===== src/rtl/crossbar_switch_rr_pkg.sv =====
// Shared types and helpers for the registered round-robin crossbar.
// Helpers are constant functions so they can size ports and parameters.
package crossbar_pkg;

  typedef enum logic {
    MODE_ROTATE = 1'b0,
    MODE_DEST   = 1'b1
  } mode_e;

  // Port-index width: $clog2(n), but never below one bit.
  function automatic int idx_w(input int n);
    return (n <= 2) ? 1 : $clog2(n);
  endfunction

  // Modulo-n increment. The wrap is explicit so that n need not be a power of two.
  function automatic int wrap_inc(input int v, input int n);
    return (v + 1 >= n) ? 0 : v + 1;
  endfunction

endpackage


===== src/rtl/crossbar_switch_rr_if.sv =====
// Port bundle of the crossbar: routing controls, N input channels, N output channels.
// Valid/ready: a word moves on a rising edge where valid && ready are both 1. On the input
// side, ready may depend combinationally on valid. On the output side, valid stays up and
// data stays stable until ready is seen.
interface crossbar_switch_rr_if #(
    parameter int N = 8,
    parameter int W = 8
);
    import crossbar_pkg::*;
    localparam int IW = crossbar_pkg::idx_w(N);

    mode_e                  mode;
    logic [IW-1:0]          shift;
    logic [N-1:0]           in_valid;
    logic [N-1:0][W-1:0]    in_data;
    logic [N-1:0][IW-1:0]   in_dest;
    logic [N-1:0]           in_ready;
    logic [N-1:0]           out_valid;
    logic [N-1:0][W-1:0]    out_data;
    logic [N-1:0]           out_ready;

    modport master (
        output mode, shift, in_valid, in_data, in_dest, out_ready,
        input  in_ready, out_valid, out_data
    );

    modport slave (
        input  mode, shift, in_valid, in_data, in_dest, out_ready,
        output in_ready, out_valid, out_data
    );
endinterface


===== src/rtl/crossbar_switch_rr_arbiter.sv =====
// Round-robin arbiter for one crossbar output. It grants the first requester at or after
// the pointer, and the pointer moves just past the winner.
module rr_arbiter
    import crossbar_pkg::*;
#(
    parameter int N = 8,
    localparam int IW = crossbar_pkg::idx_w(N)
) (
    input  logic          clk,
    input  logic          rst_n,
    input  logic [N-1:0]  i_req,
    input  logic          i_en,
    output logic [N-1:0]  o_gnt,
    output logic [IW-1:0] o_gnt_idx,
    output logic [IW-1:0] o_ptr
);
    logic [IW-1:0] r_ptr;

    always_comb begin
        logic [IW-1:0] cand;
        logic          found;
        cand      = r_ptr;
        found     = 1'b0;
        o_gnt     = '0;
        o_gnt_idx = '0;
        for (int k = 0; k < N; k++) begin
            if (!found && i_en && i_req[cand]) begin
                found       = 1'b1;
                o_gnt[cand] = 1'b1;
                o_gnt_idx   = cand;
            end
            cand = IW'(wrap_inc(int'(cand), N));
        end
    end

    always_ff @(posedge clk or negedge rst_n) begin
        if (!rst_n) begin
            r_ptr <= '0;
        end else if (|o_gnt) begin
            r_ptr <= IW'(wrap_inc(int'(o_gnt_idx), N));
        end
    end

    assign o_ptr = r_ptr;
endmodule


===== src/rtl/crossbar_switch_rr.sv =====
// Registered NxN crossbar with rotate and destination routing. Each output has one
// round-robin arbiter and a one-word output register.
module crossbar_switch_rr
    import crossbar_pkg::*;
#(
    parameter int N = 8,
    parameter int W = 8,
    localparam int IW = crossbar_pkg::idx_w(N)
) (
    input  logic                 clk,
    input  logic                 rst_n,
    crossbar_switch_rr_if.slave  bus,
    output logic [N-1:0][IW-1:0] o_dbg_ptr
);
    logic [IW-1:0]       w_tgt [N];
    logic [N-1:0]        w_tgt_ok;
    logic [N-1:0]        w_req [N];
    logic [N-1:0]        w_gnt [N];
    logic [IW-1:0]       w_gnt_idx [N];
    logic [N-1:0]        w_can_load;
    logic [N-1:0]        w_in_ready;
    logic [N-1:0]        r_out_valid;
    logic [N-1:0][W-1:0] r_out_data;

    // In rotate mode, input i targets output (i - shift) mod N. Here shift may exceed N-1.
    always_comb begin
        for (int i = 0; i < N; i++) begin
            if (bus.mode == MODE_ROTATE) begin
                w_tgt[i]    = IW'((i + N - (int'(bus.shift) % N)) % N);
                w_tgt_ok[i] = 1'b1;
            end else begin
                w_tgt[i]    = bus.in_dest[i];
                w_tgt_ok[i] = int'(bus.in_dest[i]) < N;
            end
        end
    end

    always_comb begin
        for (int j = 0; j < N; j++) begin
            w_req[j] = '0;
            for (int i = 0; i < N; i++) begin
                w_req[j][i] = bus.in_valid[i] && w_tgt_ok[i] && (w_tgt[i] == IW'(j));
            end
        end
    end

    // Gating with rst_n keeps in_ready low for the whole time reset is held.
    always_comb begin
        for (int j = 0; j < N; j++) begin
            w_can_load[j] = rst_n && (!r_out_valid[j] || bus.out_ready[j]);
        end
    end

    for (genvar j = 0; j < N; j++) begin : g_arb
        rr_arbiter #(.N(N)) u_arb (
            .clk       (clk),
            .rst_n     (rst_n),
            .i_req     (w_req[j]),
            .i_en      (w_can_load[j]),
            .o_gnt     (w_gnt[j]),
            .o_gnt_idx (w_gnt_idx[j]),
            .o_ptr     (o_dbg_ptr[j])
        );
    end

    always_comb begin
        w_in_ready = '0;
        for (int j = 0; j < N; j++) begin
            w_in_ready |= w_gnt[j];
        end
    end

    always_ff @(posedge clk or negedge rst_n) begin
        if (!rst_n) begin
            r_out_valid <= '0;
            r_out_data  <= '0;
        end else begin
            for (int j = 0; j < N; j++) begin
                if (|w_gnt[j]) begin
                    r_out_valid[j] <= 1'b1;
                    r_out_data[j]  <= bus.in_data[w_gnt_idx[j]];
                end else if (bus.out_ready[j]) begin
                    r_out_valid[j] <= 1'b0;
                end
            end
        end
    end

    assign bus.in_ready  = w_in_ready;
    assign bus.out_valid = r_out_valid;
    assign bus.out_data  = r_out_data;
endmodule


===== src/flat_wrapper.sv =====
// flat-port wrapper written by rule: the top's interface ports become plain ports
module crossbar_switch_rr_flat import crossbar_pkg::*;
#(
    parameter int N = 8,
    parameter int W = 8,
    localparam int IW = crossbar_pkg::idx_w(N)
)
  (clk, rst_n, o_dbg_ptr, bus_mode, bus_shift, bus_in_valid, bus_in_data, bus_in_dest, bus_out_ready, bus_in_ready, bus_out_valid, bus_out_data);
  crossbar_switch_rr_if #(.N(N), .W(W)) bus_i ();
  input  logic clk;
  input  logic rst_n;
  output logic [N-1:0][IW-1:0] o_dbg_ptr;
  input wire logic [$bits(bus_i.mode)-1:0] bus_mode;
  input wire logic [$bits(bus_i.shift)-1:0] bus_shift;
  input wire logic [$bits(bus_i.in_valid)-1:0] bus_in_valid;
  input wire logic [$bits(bus_i.in_data)-1:0] bus_in_data;
  input wire logic [$bits(bus_i.in_dest)-1:0] bus_in_dest;
  input wire logic [$bits(bus_i.out_ready)-1:0] bus_out_ready;
  output wire logic [$bits(bus_i.in_ready)-1:0] bus_in_ready;
  output wire logic [$bits(bus_i.out_valid)-1:0] bus_out_valid;
  output wire logic [$bits(bus_i.out_data)-1:0] bus_out_data;
  assign bus_i.mode = bus_mode;
  assign bus_i.shift = bus_shift;
  assign bus_i.in_valid = bus_in_valid;
  assign bus_i.in_data = bus_in_data;
  assign bus_i.in_dest = bus_in_dest;
  assign bus_i.out_ready = bus_out_ready;
  assign bus_in_ready = bus_i.in_ready;
  assign bus_out_valid = bus_i.out_valid;
  assign bus_out_data = bus_i.out_data;
  crossbar_switch_rr #(.N(N), .W(W)) u_core (.clk(clk), .rst_n(rst_n), .bus(bus_i), .o_dbg_ptr(o_dbg_ptr));
endmodule

===== config.mk =====
export PLATFORM = sky130hd
export DESIGN_NAME = crossbar_switch_rr_flat
export DESIGN_NICKNAME = d
export VERILOG_FILES = /design/src/rtl/crossbar_switch_rr_pkg.sv /design/src/rtl/crossbar_switch_rr_if.sv /design/src/rtl/crossbar_switch_rr_arbiter.sv /design/src/rtl/crossbar_switch_rr.sv /design/src/flat_wrapper.sv
export SDC_FILE = /design/constraint.sdc
export NUM_CORES = 1
export LEC_CHECK = 0
export CELL_PAD_IN_SITES_DETAIL_PLACEMENT = 1
export CELL_PAD_IN_SITES_GLOBAL_PLACEMENT = 2
export CORE_AREA = 2 2 246 248
export DETAILED_ROUTE_END_ITERATION = 16
export DIE_AREA = 0 0 248 250
export GPL_TIMING_DRIVEN = 0
export PLACE_DENSITY = 0.94
export SETUP_SLACK_MARGIN = 0.2
export SYNTH_ARGS = -nofsm -noshare
export SYNTH_HDL_FRONTEND = slang
export SYNTH_SLANG_ARGS = --single-unit

===== constraint.sdc =====
create_clock -name clk -period 7.7 [get_ports clk]
set_input_delay 1.155 -clock clk [delete_from_list [all_inputs] [get_ports clk]]
set_output_delay 1.155 -clock clk [all_outputs]
set_load 0.02 [all_outputs]

==> results.sh <==
export IMPL_outcome="finished with violations"
export IMPL_violations="max-capacitance violations"
export IMPL_synthFlopType="dfrtp_1"
export IMPL_hold_buffers=0
export IMPL_synth_most_common_cell="mux2i_1"
export IMPL_syn_area_um2=20530
export IMPL_post_synth_cell_area_avg_um2=7.790
export IMPL_place_ws_ps=-1548
export IMPL_period_share_pct=96.50
export IMPL_cts_buffers=9
export IMPL_synthAdderAreaFrac_pct=4.938
export IMPL_postSynthCellCount=2635
export IMPL_via_per_inst=6.782
export IMPL_start_kind="input port"
export IMPL_synth_edf_count=0
export IMPL_ys_ff_latch=96
export IMPL_grt_ovfl_total=0
export IMPL_cts_buffer_depth=2
export IMPL_drt_total_wl_mm=107.8
export IMPL_routedWlPerCell_um=29.24
export IMPL_dp_cells=3612
export IMPL_gp_congestion=1.070
export IMPL_worst_setup_path_type="in2out"
export IMPL_coreArea_um2=59570
export IMPL_setup_violations=0
export IMPL_synth_mux_area_fraction_pct=25.19
export IMPL_clock_latency_ps=410
export IMPL_synth_xor_area_share_pct=0.9265
export IMPL_post_dp_cell_area_um2=23470
export IMPL_fmax_mhz=134.6
export IMPL_synth_top_area_share_pct=14.39
export IMPL_fill_cells=7203
export IMPL_synth_common_cells="mux2i_1 (295), nand2_1 (224), nor2_1 (172)"
export IMPL_synthTopCellsByArea="mux2i_1 (14%), dfrtp_1 (12%), mux2_2 (5.2%)"
export IMPL_die_width_um=248
export IMPL_p_per_area_nw_per_um2=582.3
export IMPL_maxSlewViolCount=0
export IMPL_grt_use_met1_pct=42.71
export IMPL_cp_slowest_cell="clkdlybuf4s50_1"
export IMPL_synth_largest_area_cell="mux2i_1"
export IMPL_async_reset_ff_share_pct=100.0
export IMPL_rsz0062_at_grt="yes"
export IMPL_worstPathCellList="clkdlybuf4s50_1 -> clkbuf_1 -> o2111ai_1 -> o31ai_4 -> inv_1 -> mux4_2 -> and2_2 -> and4_1 -> and2_1 -> a222oi_1 -> o21ai_1 -> o22ai_2 -> buf_4 -> nand2_2 -> nor4_4 -> o211ai_1 -> clkdlybuf4s15_2"
export IMPL_fin_skew_ps=18.49
export IMPL_synth_top_family_by_area="compound AO/OA/AOI/OAI gates"
export IMPL_syn2layout_area_growth_pct=21.82
export IMPL_irDropWorstVdd_mv=0.2591
export IMPL_drive_above_1_share_pct=17.84
export IMPL_busiest_layer="met2"
export IMPL_hp_class="reg2reg"
export IMPL_final_cell_area_um2=25010
export IMPL_ys_seq_area_share_pct=11.70
export IMPL_chipHeight_um=250
export IMPL_critPathCaptureType="output pin"
export IMPL_antenna_found_initial=8
export IMPL_drc=0
export IMPL_portBuffers=193
export IMPL_cpPeakStageDelay_ps=750
export IMPL_nNetsFinal=3090
export IMPL_synth_simple_area_share_pct=23.02
export IMPL_via_count=25013
export IMPL_num_io_pins=214
export IMPL_clockRootBuffer="clkbuf_16"
export IMPL_crit_arrival_ps=6280
export IMPL_grt_total_usage_pct=33.46
export IMPL_first_pass_iters=9
export IMPL_cts_tree="done"
export IMPL_grtUsageMet2_pct=53.08
export IMPL_path_max_fanout=10
export IMPL_drt_iter0_markers=2174
export IMPL_slew_headroom_pct=1.795
export IMPL_max_slew_worst_pin_slew_ps=1461
export IMPL_p_leak_nw=10.04
export IMPL_final_cells=3688
export IMPL_ant_nets=0
export IMPL_yosys_cell_types_count=109
export IMPL_die_area_um2=62000
export IMPL_grt_max_degree=68
export IMPL_start_util_pct=34.46
export IMPL_std_cell_rows=90
export IMPL_h_tree_depth=3
export IMPL_setup_ws_ps=269.5
export IMPL_grt_pass1_vias=25378
export IMPL_clkTransAtPathRegs_ps=80
export IMPL_grtUsageMet3_pct=7.216
export IMPL_hold_violations=0
export IMPL_cp_required_ps=6550
export IMPL_numClockSinks=96
export IMPL_grt_first_pass_wirelength_mm=159.5
export IMPL_max_cap_viol_count=1
export IMPL_ys_warn_count=0
export IMPL_dp_hpwl_mm=83.84
export IMPL_synth_compound_area_share_pct=27.97
export IMPL_syn_nets=2826
export IMPL_min_period_ps=7431
export IMPL_tns_ps=0
==> layout make-up <==
type	instances	area (um^2)	area share, %
Clock buffer	9	225.2	0.9007
Multi-Input combinational cell	2241	17530	70.09
Timing Repair Buffer	253	2395	9.577
Clock inverter	7	72.57	0.2902
Inverter	98	386.6	1.546
Buffer	200	1008	4.033
Tap cell	782	978.4	3.913
Sequential cell	96	2407	9.627
Antenna cell	2	5.005	0.02002
==> path summary, 6_finish.rpt <==
kind                                                             from                                          to  slack [ps]  cells past startpoint
max                                                   bus_in_valid[3]                             bus_in_ready[7]         270                     17
min                               u_core.bus.out_data[13]$_DFFE_PN0P_         u_core.bus.out_data[13]$_DFFE_PN0P_         510                      2
max reg2reg                u_core.g_arb[4].u_arb.o_ptr[0]$_DFFE_PN0P_  u_core.g_arb[4].u_arb.o_ptr[1]$_DFFE_PN0P_         410                     36
min reg2reg                       u_core.bus.out_data[13]$_DFFE_PN0P_         u_core.bus.out_data[13]$_DFFE_PN0P_         510                      2
max in group asynchronous                                       rst_n  u_core.g_arb[5].u_arb.o_ptr[0]$_DFFE_PN0P_        6270                      2
min in group asynchronous                                       rst_n         u_core.bus.out_data[57]$_DFFE_PN0P_         630                      1
==> layout by cell type (no fill, tap or decap), drive strengths merged, types with 104 or more instances in the layout <==
cell and n:
nor2 174, mux2 105, a21oi 151, clkdlybuf4s50 181, nor3 104, mux2i 296, buf 139, clkbuf 134
o21ai 132, nand2 224
==> per-layer routing <==
layer | share of wire [%] | up-vias
li1 | - | 10718
met1 | 40 | 12478
met2 | 45 | 1408
met3 | 9.4 | 399
met4 | 5.6 | 10
met5 | 0.057 | -
==> worst max-delay path, delay by kind of cell <==
kind	cells	cell delay (ps)
muxes	1	510
AOI/OAI and AO/OA	6	1510
buffers and inverters	5	2010
and+or+nand+nor	5	1060
==> what timing repair did <==
| item | in CTS | in global routing |
|---|---|---|
| setup buffers | 29 | 28 |
| cloned | 0 | 1 |
| gates resized for setup | 174 | 105 |
| pin swaps | 15 | 18 |
| setup endpoints to repair | 56 | 20 |
==> power breakdown <==
group	switching, mW	internal [mW]	leakage (nW)
combinational	7.92	5.08	8.79
clock	0.282	0.230	0.143
sequential	0.234	0.816	1.11
==> kinds of logic after synthesis <==
kind of cell | count (synthesis)
compound gates | 797
xor+xnor | 20
buf+inv | 298
fa+ha+maj | 81
simple gates | 897
flops | 96
mux | 446
==> metrics by stage <==
step | util, % | hold slack, ps | power [mW]
floorplan | - | 588.2 | 9.268
finish | 41.98 | 506.3 | 14.56
detailed placement | 39.40 | 481.7 | 13.06
CTS | 41.20 | 513.1 | 13.96
global route | 41.97 | 529.1 | 15.39
global placement | 39.34 | 478.6 | 12.70
==> flip-flops by register name, summed over array words and instances, names as in the netlist <==
name	count
u_core.bus.out_valid	8
u_core.g_arb.u_arb.o_ptr	24
u_core.bus.out_data	64
(Power assumes the default switching activity.)
